<file path="config.mk">
export PLATFORM = sky130hd
export DESIGN_NAME = seq_load_packer_flat
export DESIGN_NICKNAME = d
export VERILOG_FILES = /design/src/rtl/seq_load_packer_pkg.sv /design/src/rtl/seq_load_packer_if.sv /design/src/rtl/seq_entry_fifo.sv /design/src/rtl/seq_load_packer.sv /design/src/flat_wrapper.sv
export SDC_FILE = /design/constraint.sdc
export NUM_CORES = 1
export LEC_CHECK = 0
export CORE_MARGIN = 2
export CORE_UTILIZATION = 32
export DETAILED_ROUTE_END_ITERATION = 7
export DONT_BUFFER_PORTS = 1
export HOLD_SLACK_MARGIN = 0.06
export PLACE_DENSITY = 0.5
export SYNTH_ARGS = -nofsm -noshare
export SYNTH_HDL_FRONTEND = slang
export SYNTH_SLANG_ARGS = --single-unit
</file>
<file path="constraint.sdc">
create_clock -name clk_i -period 13.2 [get_ports clk_i]
set_input_delay 3.96 -clock clk_i [delete_from_list [all_inputs] [get_ports clk_i]]
set_output_delay 3.96 -clock clk_i [all_outputs]
set_load 0.02 [all_outputs]
</file>
<file path="src/rtl/seq_load_packer_pkg.sv">
// Shared types for the sequential-load packer.
// Commit modes and controller states.
package seq_load_packer_pkg;

   typedef enum logic {
      SEQ_SERIAL = 1'b0,
      SEQ_GATHER = 1'b1
   } seq_mode_e;

   typedef enum logic {
      S_IDLE = 1'b0,
      S_RUN  = 1'b1
   } seq_state_e;

endpackage

</file>
<file path="src/rtl/seq_load_packer_if.sv">
// Request, R-beat and shuffle-side bundle for the packer.
// master drives requests/beats, slave is the packer.
interface seq_load_packer_if
   import seq_load_packer_pkg::*;
#(
   parameter int unsigned BusNibbles = 16,
   parameter int unsigned BufNibbles = 32,
   parameter int unsigned EewW       = 2
);
   localparam int unsigned PtrW = $clog2(BufNibbles);
   localparam int unsigned LoW  = $clog2(BusNibbles);

   logic                    cmd_valid;
   logic                    cmd_ready;
   logic [PtrW-1:0]         cmd_ptr;
   seq_mode_e               cmd_mode;
   logic [EewW-1:0]         cmd_eew;

   logic                    beat_valid;
   logic                    beat_ready;
   logic [4*BusNibbles-1:0] beat_data;
   logic [LoW-1:0]          beat_lo;
   logic [LoW:0]            beat_hi;
   logic                    beat_last;

   logic                    out_valid;
   logic                    out_ready;
   logic [4*BufNibbles-1:0] out_data;
   logic [BufNibbles-1:0]   out_en;
   logic                    out_last;

   modport master (
      output cmd_valid, cmd_ptr, cmd_mode, cmd_eew,
      output beat_valid, beat_data, beat_lo,
      output beat_hi, beat_last, out_ready,
      input  cmd_ready, beat_ready, out_valid,
      input  out_data, out_en, out_last
   );

   modport slave (
      input  cmd_valid, cmd_ptr, cmd_mode, cmd_eew,
      input  beat_valid, beat_data, beat_lo,
      input  beat_hi, beat_last, out_ready,
      output cmd_ready, beat_ready, out_valid,
      output out_data, out_en, out_last
   );

endinterface

</file>
<file path="src/rtl/seq_entry_fifo.sv">
// Entry FIFO; the tail slot doubles as the working entry
// that is filled nibble-by-nibble before being pushed.
module seq_entry_fifo #(
   parameter int unsigned BufNibbles = 32,
   parameter int unsigned BufDepth   = 2
) (
   input  logic                        clk_i,
   input  logic                        rst_ni,
   input  logic [BufNibbles-1:0]       wr_mask_i,
   input  logic [BufNibbles-1:0][3:0]  wr_data_i,
   input  logic                        push_i,
   input  logic                        push_last_i,
   input  logic                        pop_i,
   output logic                        full_o,
   output logic                        empty_o,
   output logic [4*BufNibbles-1:0]     head_nb_o,
   output logic [BufNibbles-1:0]       head_en_o,
   output logic                        head_last_o
);
   localparam int unsigned IdxW = $clog2(BufDepth);

   typedef struct packed {
      logic [BufNibbles-1:0][3:0] nb;
      logic [BufNibbles-1:0]      en;
      logic                       last;
   } seq_entry_t;

   seq_entry_t      mem_q [BufDepth];
   seq_entry_t      mem_d [BufDepth];
   logic [IdxW:0]   wr_q, wr_d;
   logic [IdxW:0]   rd_q, rd_d;
   logic [IdxW-1:0] wr_idx, rd_idx;
   seq_entry_t      head;

   assign wr_idx  = wr_q[IdxW-1:0];
   assign rd_idx  = rd_q[IdxW-1:0];
   assign full_o  = (wr_idx == rd_idx) && (wr_q[IdxW] != rd_q[IdxW]);
   assign empty_o = (wr_idx == rd_idx) && (wr_q[IdxW] == rd_q[IdxW]);

   // Head is hidden while empty so a half-built entry never shows.
   assign head        = mem_q[rd_idx];
   assign head_nb_o   = empty_o ? '0 : head.nb;
   assign head_en_o   = empty_o ? '0 : head.en;
   assign head_last_o = empty_o ? 1'b0 : head.last;

   // Masked write into the working slot, push, and clear-on-pop.
   always_comb begin
      mem_d = mem_q;
      wr_d  = wr_q;
      rd_d  = rd_q;
      for (int i = 0; i < BufNibbles; i++) begin
         if (wr_mask_i[i]) begin
            mem_d[wr_idx].nb[i] = wr_data_i[i];
            mem_d[wr_idx].en[i] = 1'b1;
         end
      end
      if (push_i) begin
         mem_d[wr_idx].last = push_last_i;
         wr_d = wr_q + 1'b1;
      end
      if (pop_i) begin
         mem_d[rd_idx] = '0;
         rd_d = rd_q + 1'b1;
      end
   end

   // Storage and flagged pointers.
   always_ff @(posedge clk_i or negedge rst_ni) begin
      if (!rst_ni) begin
         for (int i = 0; i < BufDepth; i++) mem_q[i] <= '0;
         wr_q <= '0;
         rd_q <= '0;
      end else begin
         for (int i = 0; i < BufDepth; i++) mem_q[i] <= mem_d[i];
         wr_q <= wr_d;
         rd_q <= rd_d;
      end
   end

endmodule

</file>
<file path="src/rtl/seq_load_packer.sv">
// Packs valid R-beat nibbles into lane entries, serial or
// gather, splitting beats that straddle an entry boundary.
module seq_load_packer
   import seq_load_packer_pkg::*;
#(
   parameter int unsigned BusNibbles = 16,
   parameter int unsigned BufNibbles = 32,
   parameter int unsigned BufDepth   = 2,
   parameter int unsigned EewW       = 2
) (
   input logic               clk_i,
   input logic               rst_ni,
   seq_load_packer_if.slave  bus
);
   localparam int unsigned AW   = $clog2(BufNibbles) + 1;
   localparam int unsigned PtrW = AW - 1;
   localparam int unsigned LoW  = $clog2(BusNibbles);

   seq_state_e      state_q, state_d;
   logic [PtrW-1:0] wr_ptr_q, wr_ptr_d;
   logic [AW-1:0]   bus_cnt_q, bus_cnt_d;
   seq_mode_e       mode_q, mode_d;
   logic [EewW-1:0] eew_q, eew_d;

   logic [AW-1:0]   lo_w, hi_w, ptr_w, elem_w;
   logic [AW-1:0]   span, room, n, end_w, src_base;
   logic            split, full, empty, commit;
   logic            push, push_last, pop;
   logic            cmd_ready, beat_ready;

   logic [BufNibbles-1:0]      wr_mask;
   logic [BufNibbles-1:0][3:0] wr_data;

   // Span, room and the number of nibbles taken this cycle.
   always_comb begin
      lo_w     = AW'(bus.beat_lo);
      hi_w     = AW'(bus.beat_hi);
      ptr_w    = AW'(wr_ptr_q);
      elem_w   = AW'(1) << eew_q;
      span     = (mode_q == SEQ_GATHER) ? elem_w - bus_cnt_q
                                        : hi_w - lo_w - bus_cnt_q;
      room     = AW'(BufNibbles) - ptr_w;
      split    = span > room;
      n        = split ? room : span;
      end_w    = ptr_w + n;
      src_base = lo_w + bus_cnt_q;
      commit   = (state_q == S_RUN) && bus.beat_valid && !full;
   end

   // Nibble crossbar: slot s takes beat nibble base+(s-ptr).
   always_comb begin
      logic [AW-1:0]           s_w, src;
      logic [4*BusNibbles-1:0] sh;
      wr_mask = '0;
      wr_data = '0;
      s_w     = '0;
      src     = '0;
      sh      = '0;
      for (int s = 0; s < BufNibbles; s++) begin
         s_w        = AW'(s);
         src        = src_base + s_w - ptr_w;
         sh         = bus.beat_data >> {src[LoW-1:0], 2'b00};
         wr_data[s] = sh[3:0];
         wr_mask[s] = commit && (s_w >= ptr_w) && (s_w < end_w);
      end
   end

   // Controller next state, pointer updates and push decision.
   always_comb begin
      state_d    = state_q;
      wr_ptr_d   = wr_ptr_q;
      bus_cnt_d  = bus_cnt_q;
      mode_d     = mode_q;
      eew_d      = eew_q;
      push       = 1'b0;
      push_last  = 1'b0;
      cmd_ready  = (state_q == S_IDLE);
      beat_ready = 1'b0;
      unique case (state_q)
         S_IDLE: begin
            if (bus.cmd_valid) begin
               state_d   = S_RUN;
               wr_ptr_d  = bus.cmd_ptr;
               bus_cnt_d = '0;
               mode_d    = bus.cmd_mode;
               eew_d     = bus.cmd_eew;
            end
         end
         S_RUN: begin
            beat_ready = !full && !split;
            if (commit) begin
               if (split) begin
                  push      = 1'b1;
                  wr_ptr_d  = '0;
                  bus_cnt_d = bus_cnt_q + n;
               end else begin
                  bus_cnt_d = '0;
                  wr_ptr_d  = end_w[PtrW-1:0];
                  if (end_w == AW'(BufNibbles) || bus.beat_last) begin
                     push      = 1'b1;
                     push_last = bus.beat_last;
                     wr_ptr_d  = '0;
                  end
                  if (bus.beat_last) state_d = S_IDLE;
               end
            end
         end
         default: state_d = S_IDLE;
      endcase
   end

   // Controller registers.
   always_ff @(posedge clk_i or negedge rst_ni) begin
      if (!rst_ni) begin
         state_q   <= S_IDLE;
         wr_ptr_q  <= '0;
         bus_cnt_q <= '0;
         mode_q    <= SEQ_SERIAL;
         eew_q     <= '0;
      end else begin
         state_q   <= state_d;
         wr_ptr_q  <= wr_ptr_d;
         bus_cnt_q <= bus_cnt_d;
         mode_q    <= mode_d;
         eew_q     <= eew_d;
      end
   end

   assign pop = !empty && bus.out_ready;

   seq_entry_fifo #(
      .BufNibbles (BufNibbles),
      .BufDepth   (BufDepth)
   ) u_fifo (
      .clk_i       (clk_i),
      .rst_ni      (rst_ni),
      .wr_mask_i   (wr_mask),
      .wr_data_i   (wr_data),
      .push_i      (push),
      .push_last_i (push_last),
      .pop_i       (pop),
      .full_o      (full),
      .empty_o     (empty),
      .head_nb_o   (bus.out_data),
      .head_en_o   (bus.out_en),
      .head_last_o (bus.out_last)
   );

   assign bus.cmd_ready  = cmd_ready;
   assign bus.beat_ready = beat_ready;
   assign bus.out_valid  = !empty;

endmodule

</file>
<file path="src/flat_wrapper.sv">
// flat-port wrapper written by rule: the top's interface ports become plain ports
module seq_load_packer_flat import seq_load_packer_pkg::*;
#(
   parameter int unsigned BusNibbles = 16,
   parameter int unsigned BufNibbles = 32,
   parameter int unsigned BufDepth   = 2,
   parameter int unsigned EewW       = 2
)
  (clk_i, rst_ni, bus_cmd_valid, bus_cmd_ptr, bus_cmd_mode, bus_cmd_eew, bus_beat_valid, bus_beat_data, bus_beat_lo, bus_beat_hi, bus_beat_last, bus_out_ready, bus_cmd_ready, bus_beat_ready, bus_out_valid, bus_out_data, bus_out_en, bus_out_last);
  seq_load_packer_if #(.BusNibbles(BusNibbles), .BufNibbles(BufNibbles), .EewW(EewW)) bus_i ();
  input logic clk_i;
  input logic rst_ni;
  input wire logic [$bits(bus_i.cmd_valid)-1:0] bus_cmd_valid;
  input wire logic [$bits(bus_i.cmd_ptr)-1:0] bus_cmd_ptr;
  input wire logic [$bits(bus_i.cmd_mode)-1:0] bus_cmd_mode;
  input wire logic [$bits(bus_i.cmd_eew)-1:0] bus_cmd_eew;
  input wire logic [$bits(bus_i.beat_valid)-1:0] bus_beat_valid;
  input wire logic [$bits(bus_i.beat_data)-1:0] bus_beat_data;
  input wire logic [$bits(bus_i.beat_lo)-1:0] bus_beat_lo;
  input wire logic [$bits(bus_i.beat_hi)-1:0] bus_beat_hi;
  input wire logic [$bits(bus_i.beat_last)-1:0] bus_beat_last;
  input wire logic [$bits(bus_i.out_ready)-1:0] bus_out_ready;
  output wire logic [$bits(bus_i.cmd_ready)-1:0] bus_cmd_ready;
  output wire logic [$bits(bus_i.beat_ready)-1:0] bus_beat_ready;
  output wire logic [$bits(bus_i.out_valid)-1:0] bus_out_valid;
  output wire logic [$bits(bus_i.out_data)-1:0] bus_out_data;
  output wire logic [$bits(bus_i.out_en)-1:0] bus_out_en;
  output wire logic [$bits(bus_i.out_last)-1:0] bus_out_last;
  assign bus_i.cmd_valid = bus_cmd_valid;
  assign bus_i.cmd_ptr = bus_cmd_ptr;
  assign bus_i.cmd_mode = bus_cmd_mode;
  assign bus_i.cmd_eew = bus_cmd_eew;
  assign bus_i.beat_valid = bus_beat_valid;
  assign bus_i.beat_data = bus_beat_data;
  assign bus_i.beat_lo = bus_beat_lo;
  assign bus_i.beat_hi = bus_beat_hi;
  assign bus_i.beat_last = bus_beat_last;
  assign bus_i.out_ready = bus_out_ready;
  assign bus_cmd_ready = bus_i.cmd_ready;
  assign bus_beat_ready = bus_i.beat_ready;
  assign bus_out_valid = bus_i.out_valid;
  assign bus_out_data = bus_i.out_data;
  assign bus_out_en = bus_i.out_en;
  assign bus_out_last = bus_i.out_last;
  seq_load_packer #(.BusNibbles(BusNibbles), .BufNibbles(BufNibbles), .BufDepth(BufDepth), .EewW(EewW)) u_core (.clk_i(clk_i), .rst_ni(rst_ni), .bus(bus_i));
endmodule
</file>
==> run metrics, run 1 <==
First-pass DRT Iterations=5; Routability Congestion=between 0.9 and 1; CP arrival=7330 ps; Die W=about 270 um; post-synthesis sequential area ratio=0.3687; Synth Flop Type=dfrtp_1; Post-CTS Setup Bufs=0; I/O Buffers=0; critical path startpoint category=input pin; Initial Utilization=0.3237; # rows=about 100; gr usage total=0.2120; Post-CTS Hold Fix Bufs=0; remaining antenna violation count=0; status=completed; Crit path max-delay family=simple AND/OR/NAND/NOR gates; Die Area=between 0.07 and 0.08 mm2; hold crit path type=flop to flop; post-DR wirelength/cell=around 25 um; gr ovfl total=0; final setup violation count=0; Detail Placement HPWL=58,890 um; Final min period=11,290 ps; worst reg-to-reg setup slack=5710 ps; worst-margin pin slew=about 1300 ps; Num CTS Buffers=40; Clock transition at path regs=around 50 ps; Synth cell types=58; Core Box Area=roughly 0.071 mm2; CTS sink cnt=341; fmax=roughly 90 MHz; routed vias=~17,000; share of cells above drive strength 1=0.1149; crit path max fanout=8; CTS max path bufs=3; hold_ws=485.3 ps; CP Capture Type=output port; required time of the critical path=between 9000 and 10,000 ps; Mean Syn Cell Area=just over 10 um2; crit-path cells=inv_1 -> fa_1 -> ha_1 -> and3_1 -> a221oi_2 -> mux2i_1 -> nand2_1 -> ha_1 -> nand3_1 -> or2_2 -> o21ai_1 -> and3_1; final hold violations=0; FILL cells=approximately 7,200; relative slew slack=0.1571; DRT iter0 DRCs=about 1,300; mapped cell area=around 0.023 mm2; Die Span Y=between 200 and 300 um; Max Slew Vio Count=0; Post-synth EDFFs=0; CTS tree=done; most common cell after layout, fill and taps aside=mux2i_1; Via density=between 5 and 6; fin nets=around 2,300; I/O pin total=~250; Worst path max stage delay=between 400 and 500 ps; ys async rst share=1.000; crit path kind=input pin to output port; Residual DRC=0; initial antenna violation count=0; unrepaired setup endpoints after global routing=false; Routed WL=about 80,000 um; Clock Tree Root=clkbuf_16; skew final=30.80 ps; worst skew pair latency=590 ps; htree depth=2; vias in the first global route=roughly 17,000; commonest cells after routing, fill and taps aside=mux2i_1 (531), nand2_1 (425), dfrtp_1 (340); syn_nets=2,411; Final Cycle Share=0.8553; Mapped Cells=about 2,300; WP buf/inv=1; P&R area growth vs syn=8.883%; Slowest cell on crit path=fa_1; first-pass GRT wire length=about 120,000 um; Seq cells post-synth=between 300 and 400; Resize count post-CTS=0; setup TNS=0 ps; largest net degree at the start of global routing=342; Synth warnings=0; Diodes inserted=0; number of max-cap violations=0
[synth_stat cells (19+ instances only)]
cell type  number  area, um2
mux2i_1       531       5315
nand2_1       425       1595
dfrtp_1       341       8533
nor2_1        207      777.0
clkbuf_1      111      416.7
inv_1          90      337.8
mux4_2         88       1982
a21oi_1        86      430.4
ha_1           49      613.1
o21ai_0        36      180.2
nand3_1        28      140.1
fa_1           22      440.4
xnor2_1        20      175.2
buf_1          19      71.32
o21a_1         19      142.6
[sequential cells by signal (all words and copies together), names as in the netlist]
register and cells:
u_core.u_fifo.wr_q 2, u_core.wr_ptr_q 5, u_core.mode_q 1, u_core.eew_q 2, u_core.u_fifo.mem_q 322, u_core.state_q 1
u_core.bus_cnt_q 6, u_core.u_fifo.rd_q 2
[final cells by class]
class,count,area (um2),area share
clock buffer,62,1194,0.04737
inverter,93,349.1,0.01385
tap,950,1189,0.04717
multi-input combinational,1672,13680,0.5429
clock inverter,9,108.9,0.004320
sequential,341,8537,0.3388
timing repair buffer,17,140.1,0.005561
[cells by family (layout without fill, tap and decap cells)]
group           Yosys count  count (layout)  share of synthesized area
simple gates            703             703                     0.1205
compound gates          227             227                    0.08391
xor+xnor                 44              44                    0.01957
mux                     627             627                     0.3193
flops                   341             341                     0.3687
fa+ha+maj                71              71                    0.04552
buf+inv                 240             181                    0.04244
[per-stage QoR]
| step | utilization | cell area, um2 | instances | worst slack, ps |
|---|---|---|---|---|
| after detailed placement | 0.3343 | 23900 | 3073 | 1956 |
| after global placement | 0.3343 | 23900 | 3073 | 2013 |
| final | 0.3525 | 25200 | 3144 | 1910 |
| after CTS | 0.3525 | 25200 | 3144 | 1932 |
| after floorplan | - | 23140 | 2253 | 2450 |
| after global routing | 0.3525 | 25200 | 3144 | 1723 |
[routing by layer]
layer | wire [um] | track usage
met5 | 0 | 0
met4 | 1618 | 0.04745
met3 | 5611 | 0.04947
met2 | 37380 | 0.3420
met1 | 35400 | 0.2889
[worst paths after layout]
check / cells past startpoint / to / from
setup / recovery: 12 / bus_beat_ready / bus_beat_lo[2]
hold / removal: 1 / u_core.u_fifo.mem_q[16] / u_core.u_fifo.mem_q[16]
setup reg to reg: 21 / u_core.u_fifo.mem_q[75] / u_core.bus_cnt_q[2]
hold reg to reg: 1 / u_core.u_fifo.mem_q[16] / u_core.u_fifo.mem_q[16]
max in group asynchronous: 0 / u_core.u_fifo.mem_q[5] / rst_ni
min in group asynchronous: 0 / u_core.u_fifo.mem_q[23] / rst_ni
[worst reg2reg max path, cell delays in order, from the launching register on]
cell      delay, ps
dfrtp_1         490
inv_1           160
fa_1            460
ha_1            370
and3_1          220
a221oi_2        330
mux2i_1         350
nand2_1          90
ha_1            300
nand3_1         100
or2_2           320
o21ai_1         360
o21ai_0         370
ha_1            390
a211oi_1        250
o21bai_1        120
a21oi_1         160
o21ai_0         110
a31oi_1         580
or2_4          1000
o311a_1         630
mux2i_1         250
Power of run 1 is left out: the tool's default activity adds up to more than one toggle a clock period on the data nets, which glitch-free logic cannot reach.
==> inputs of run 2 (changes only) <==
- CAP_MARGIN: not set -> 15
==> run 2 against run 1 <==
Critical path depth unchanged. Cell area barely moved. Flip-flop and latch count unchanged. Clock skew increased by 1.2 ps. Via count is 0.41% lower. Hold slack better by 1.8 ps. Non-clock buffer count increased by 2. Sequential share of layout area is essentially flat. Maximum frequency is 0.18% higher. Register-to-register slack gained 30 ps. Die area unchanged. Routed wire length about the same. Highest routed layer unchanged.
==> run metrics, run 2 (synthesized netlist as in run 1, its figures left out) <==
number of max-cap violations=0; gr usage total=0.2120; worst-margin pin slew=roughly 1200 ps; hold_ws=just under 500 ps; status=completed; worst reg-to-reg setup slack=approximately 5700 ps; WP buf/inv=1; critical path startpoint category=input pin; Clock Tree Root=clkbuf_16; P&R area growth vs syn=8.963%; setup TNS=0 ps; hold endpoint=u_core.u_fifo.rd_q[1]; CP arrival=roughly 7300 ps; DRT iter0 DRCs=~1,300; RR Endpoint=u_core.u_fifo.mem_q[75]; Residual DRC=0; Via density=between 5 and 6; share of cells above drive strength 1=0.1157; Final Cycle Share=0.8538; crit-path cells=inv_1 -> fa_1 -> ha_1 -> and3_1 -> a221oi_2 -> mux2i_1 -> nand2_1 -> ha_1 -> nand3_1 -> or2_2 -> o21ai_1 -> and3_1; Reg2Reg Depth=21; gr ovfl total=0; fin nets=2,325; Max Slew Vio Count=0; FILL cells=7,219; skew final=32.01 ps; max FFs per register=322; Diodes inserted=0; Routed WL=79,990 um; Num CTS Buffers=40; unrepaired setup endpoints after global routing=false; routed vias=~17,000; crit path kind=input pin to output port; Post-CTS Hold Fix Bufs=0; # rows=98; fmax=about 89 MHz; Die Area=roughly 0.074 mm2; CTS max path bufs=3; CTS sink cnt=about 340; hold path startpoint=u_core.u_fifo.rd_q[1]; final setup violation count=0; CTS tree=done; commonest cells after routing, fill and taps aside=mux2i_1 (531), nand2_1 (425), dfrtp_1 (340); Detail Placement HPWL=58,890 um; Slowest cell on crit path=fa_1; biggest regs=u_core.u_fifo.mem_q x322, u_core.bus_cnt_q x6, u_core.wr_ptr_q x5; final hold violations=0; remaining antenna violation count=0; Resize count post-CTS=0; relative slew slack=0.1865; Initial Utilization=0.3237; worst skew pair latency=roughly 600 ps; post-DR wirelength/cell=about 25 um; Register Area=between 0.008 and 0.009 mm2; Clock transition at path regs=around 50 ps; first-pass GRT wire length=approximately 120,000 um; hold depth=1; vias in the first global route=about 17,000; Die W=between 200 and 300 um; Multi-input gate area=approximately 0.014 mm2; largest net degree at the start of global routing=between 300 and 400; Largest Register=u_core.u_fifo.mem_q; initial antenna violation count=0; Crit path max-delay family=simple AND/OR/NAND/NOR gates; Routability Congestion=roughly 0.92; I/O pin total=251; RR Startpoint=u_core.bus_cnt_q[2]; Core Box Area=0.07149 mm2; Worst path max stage delay=approximately 440 ps; required time of the critical path=about 9200 ps; most common cell after layout, fill and taps aside=mux2i_1; CP Capture Type=output port; First-pass DRT Iterations=8; Final min period=11,270 ps; I/O Buffers=0; htree depth=2; Die Span Y=272.9 um; hold crit path type=flop to flop; crit path max fanout=8; Post-CTS Setup Bufs=0
-- run 2: cell count changes in the layout (fill, tap and decap cells not counted) --
cell / change
buf_6: +1
buf_4: +1
-- run 2: worst register-to-register path, delay by kind of cell, from the launching register on --
family,cells,cell delay (ps)
AO/OA/AOI/OAI,9,2850
AND/OR/NAND/NOR,5,1750
adder cells (fa/ha/maj),4,1520
multiplexers,2,600
flip-flops,1,490
buffers and inverters,1,160
-- run 2: cell type report --
type                            count  area share
Multi-Input combinational cell   1672      0.5425
Inverter                           93     0.01384
Clock buffer                       62     0.04733
Timing Repair Buffer               19    0.006301
Clock inverter                      9    0.004317
Sequential cell                   341      0.3385
Tap cell                          950     0.04713
-- run 2: worst max path at each step --
stage | slack, ps | depth (start not counted) | start | end
6_report | 1930 | 12 | bus_beat_lo[2] | bus_beat_ready
5_1_grt | 1720 | 12 | bus_beat_lo[2] | bus_beat_ready
4_1_cts | 1930 | 12 | bus_beat_lo[2] | bus_beat_ready
3_5_place_dp | 1960 | 12 | bus_beat_lo[2] | bus_beat_ready
3_3_place_gp | 2010 | 12 | bus_beat_lo[2] | bus_beat_ready
2_1_floorplan | 2450 | 12 | bus_beat_lo[2] | bus_beat_ready
-- run 2: metal layers --
metal | wire (um) | share of wire | GRT usage | vias up
met2 | 37470 | 0.47 | 0.3420 | 541
met3 | 6039 | 0.075 | 0.04947 | 85
met1 | 34920 | 0.44 | 0.2889 | 8667
met5 | 0 | 0 | 0 | -
li1 | - | - | - | 7666
met4 | 1564 | 0.020 | 0.04745 | 0
-- run 2: per-stage QoR --
stage	cells	setup slack, ps	cell area [um2]	util
3_5_place_dp	3073	1956	23900	0.3343
3_3_place_gp	3073	2013	23900	0.3343
4_1_cts	3144	1932	25200	0.3525
2_1_floorplan	2253	2450	23140	-
5_1_grt	3146	1723	25220	0.3528
6_report	3146	1930	25220	0.3528
Power of run 2 is left out for the same reason.
==> inputs of run 3 (changes only) <==
- CORE_ASPECT_RATIO: not set -> 1.1
- PLACE_DENSITY: 0.5 -> 0.47
==> run 3 against run 2 <==
Cell area up 0.35%. Die area about the same. Clock skew fell by 12 ps. Critical path depth up 1. Non-clock buffer count is 3 higher. Routed wire length grew 0.25%. Clock-buffer cell count down 2. The flow now finishes with violations (slew limit). Register-to-register slack improved by 220 ps. Critical endpoint unchanged. Cell count grew 0.13%. Setup slack gained 220 ps. Core utilization about the same. Sequential share of layout area shrank 0.12 points.
==> run metrics, run 3 (synthesized netlist as in run 1, its figures left out) <==
Via density=around 5.4; Worst path max stage delay=420 ps; Routed WL=around 80,000 um; fin nets=about 2,300; Detail Placement HPWL=around 60,000 um; relative slew slack=-0.05531; vias in the first global route=17,200; Final min period=11,050 ps; gr usage total=0.2128; failing checks=slew limit; skew final=between 20 and 25 ps; Final Cycle Share=0.8370; Core Box Area=0.07165 mm2; htree depth=2; commonest cells after routing, fill and taps aside=mux2i_1 (531), nand2_1 (425), dfrtp_1 (340); fmax=about 90 MHz; required time of the critical path=about 9000 ps; Die W=roughly 260 um; Clock Tree Root=clkbuf_16; setup TNS=0 ps; most common cell after layout, fill and taps aside=mux2i_1; max FFs per register=between 300 and 400; I/O pin total=~250; CTS tree=done; First-pass DRT Iterations=7; Max Slew Vio Count=77; biggest regs=u_core.u_fifo.mem_q x322, u_core.bus_cnt_q x6, u_core.wr_ptr_q x5; share of cells above drive strength 1=0.1190; hold crit path type=flop to flop; gr ovfl total=0; final hold violations=0; CP arrival=around 7100 ps; # rows=103; I/O Buffers=0; Post-CTS Setup Bufs=0; status=finished, violations left; Residual DRC=0; Die Span Y=between 200 and 300 um; Clock transition at path regs=around 60 ps; final setup violation count=0; P&R area growth vs syn=9.348%; critical path startpoint category=input pin; first-pass GRT wire length=roughly 120,000 um; crit path max fanout=8; post-DR wirelength/cell=25.46 um; Largest Register=u_core.u_fifo.mem_q; Initial Utilization=0.3230; Slowest cell on crit path=fa_1; largest net degree at the start of global routing=342; number of max-cap violations=0; Num CTS Buffers=~40; remaining antenna violation count=0; initial antenna violation count=3; unrepaired setup endpoints after global routing=false; routed vias=about 17,000; crit path kind=input pin to output port; Post-CTS Hold Fix Bufs=0; CP Capture Type=output port; Die Area=around 0.074 mm2; worst-margin pin slew=1583 ps; DRT iter0 DRCs=1,299; crit-path cells=inv_1 -> fa_1 -> ha_1 -> and3_1 -> a221oi_2 -> mux2i_1 -> nand2_1 -> ha_1 -> nand3_1 -> or2_2 -> o21ai_1 -> buf_4 -> and3_1; Routability Congestion=a little over 0.9; FILL cells=slightly above 7,000; CTS max path bufs=3; Resize count post-CTS=0; worst skew pair latency=between 500 and 600 ps; CTS sink cnt=between 300 and 400
[run 3: cell types whose count changed in the layout (fill, tap and decap cells not counted), sizes merged]
cell	before	now
diode	0	4
clkinvlp	2	0
bufinv	1	3
buf	19	22
inv	93	95
clkinv	6	8
clkbuf	62	60
[run 3: per-stage QoR]
step	cells	hold slack, ps	setup WS [ps]	util	cell area [um2]
final	3150	483.0	2152	0.3532	25310
after global routing	3146	503.6	1943	0.3530	25300
after CTS	3146	487.5	2141	0.3530	25300
after detailed placement	3073	475.8	2160	0.3338	23920
after global placement	3073	473.3	2163	0.3338	23920
after floorplan	2253	460.7	2450	-	23140
[run 3: final cells by class]
| cell class | instances | area [um2] | area share |
|---|---|---|---|
| Multi-Input combinational cell | 1672 | 13680 | 0.5406 |
| Sequential cell | 341 | 8537 | 0.3373 |
| Clock buffer | 60 | 1230 | 0.04860 |
| Tap cell | 945 | 1182 | 0.04672 |
| Inverter | 93 | 349.1 | 0.01379 |
| Timing Repair Buffer | 22 | 165.2 | 0.006526 |
| Clock inverter | 13 | 151.4 | 0.005982 |
| Antenna cell | 4 | 10.01 | 0.0003955 |
[run 3: critical path, delay by kind of cell]
kind / cells / cell delay [ps]
and+or+nand+nor: 5 / 1040
adders and majority gates: 3 / 1080
muxes: 1 / 360
AOI/OAI and AO/OA: 2 / 390
buffers and inverters: 2 / 230
[run 3: final timing paths]
| kind | end | slack [ps] | depth (start not counted) | startpoint |
|---|---|---|---|---|
| worst max-delay path | bus_beat_ready | 2150 | 13 | bus_beat_lo[2] |
| worst min-delay path | u_core.u_fifo.wr_q[1] | 480 | 1 | u_core.u_fifo.wr_q[1] |
| worst max register to register | u_core.u_fifo.mem_q[91] | 5960 | 23 | u_core.bus_cnt_q[2] |
| worst min register to register | u_core.u_fifo.wr_q[1] | 480 | 1 | u_core.u_fifo.wr_q[1] |
| max in group asynchronous | u_core.u_fifo.rd_q[0] | 8660 | 0 | rst_ni |
| min in group asynchronous | u_core.mode_q | 3130 | 0 | rst_ni |
[run 3: layer usage]
layer  part of all wire  up-vias  GRT usage
met5                  0        -          0
met4              0.031        0    0.06829
met3              0.067       93    0.04785
met2               0.47      534     0.3420
met1               0.43     8553     0.2839
li1                   -     7681          -
Power of run 3 is left out for the same reason.
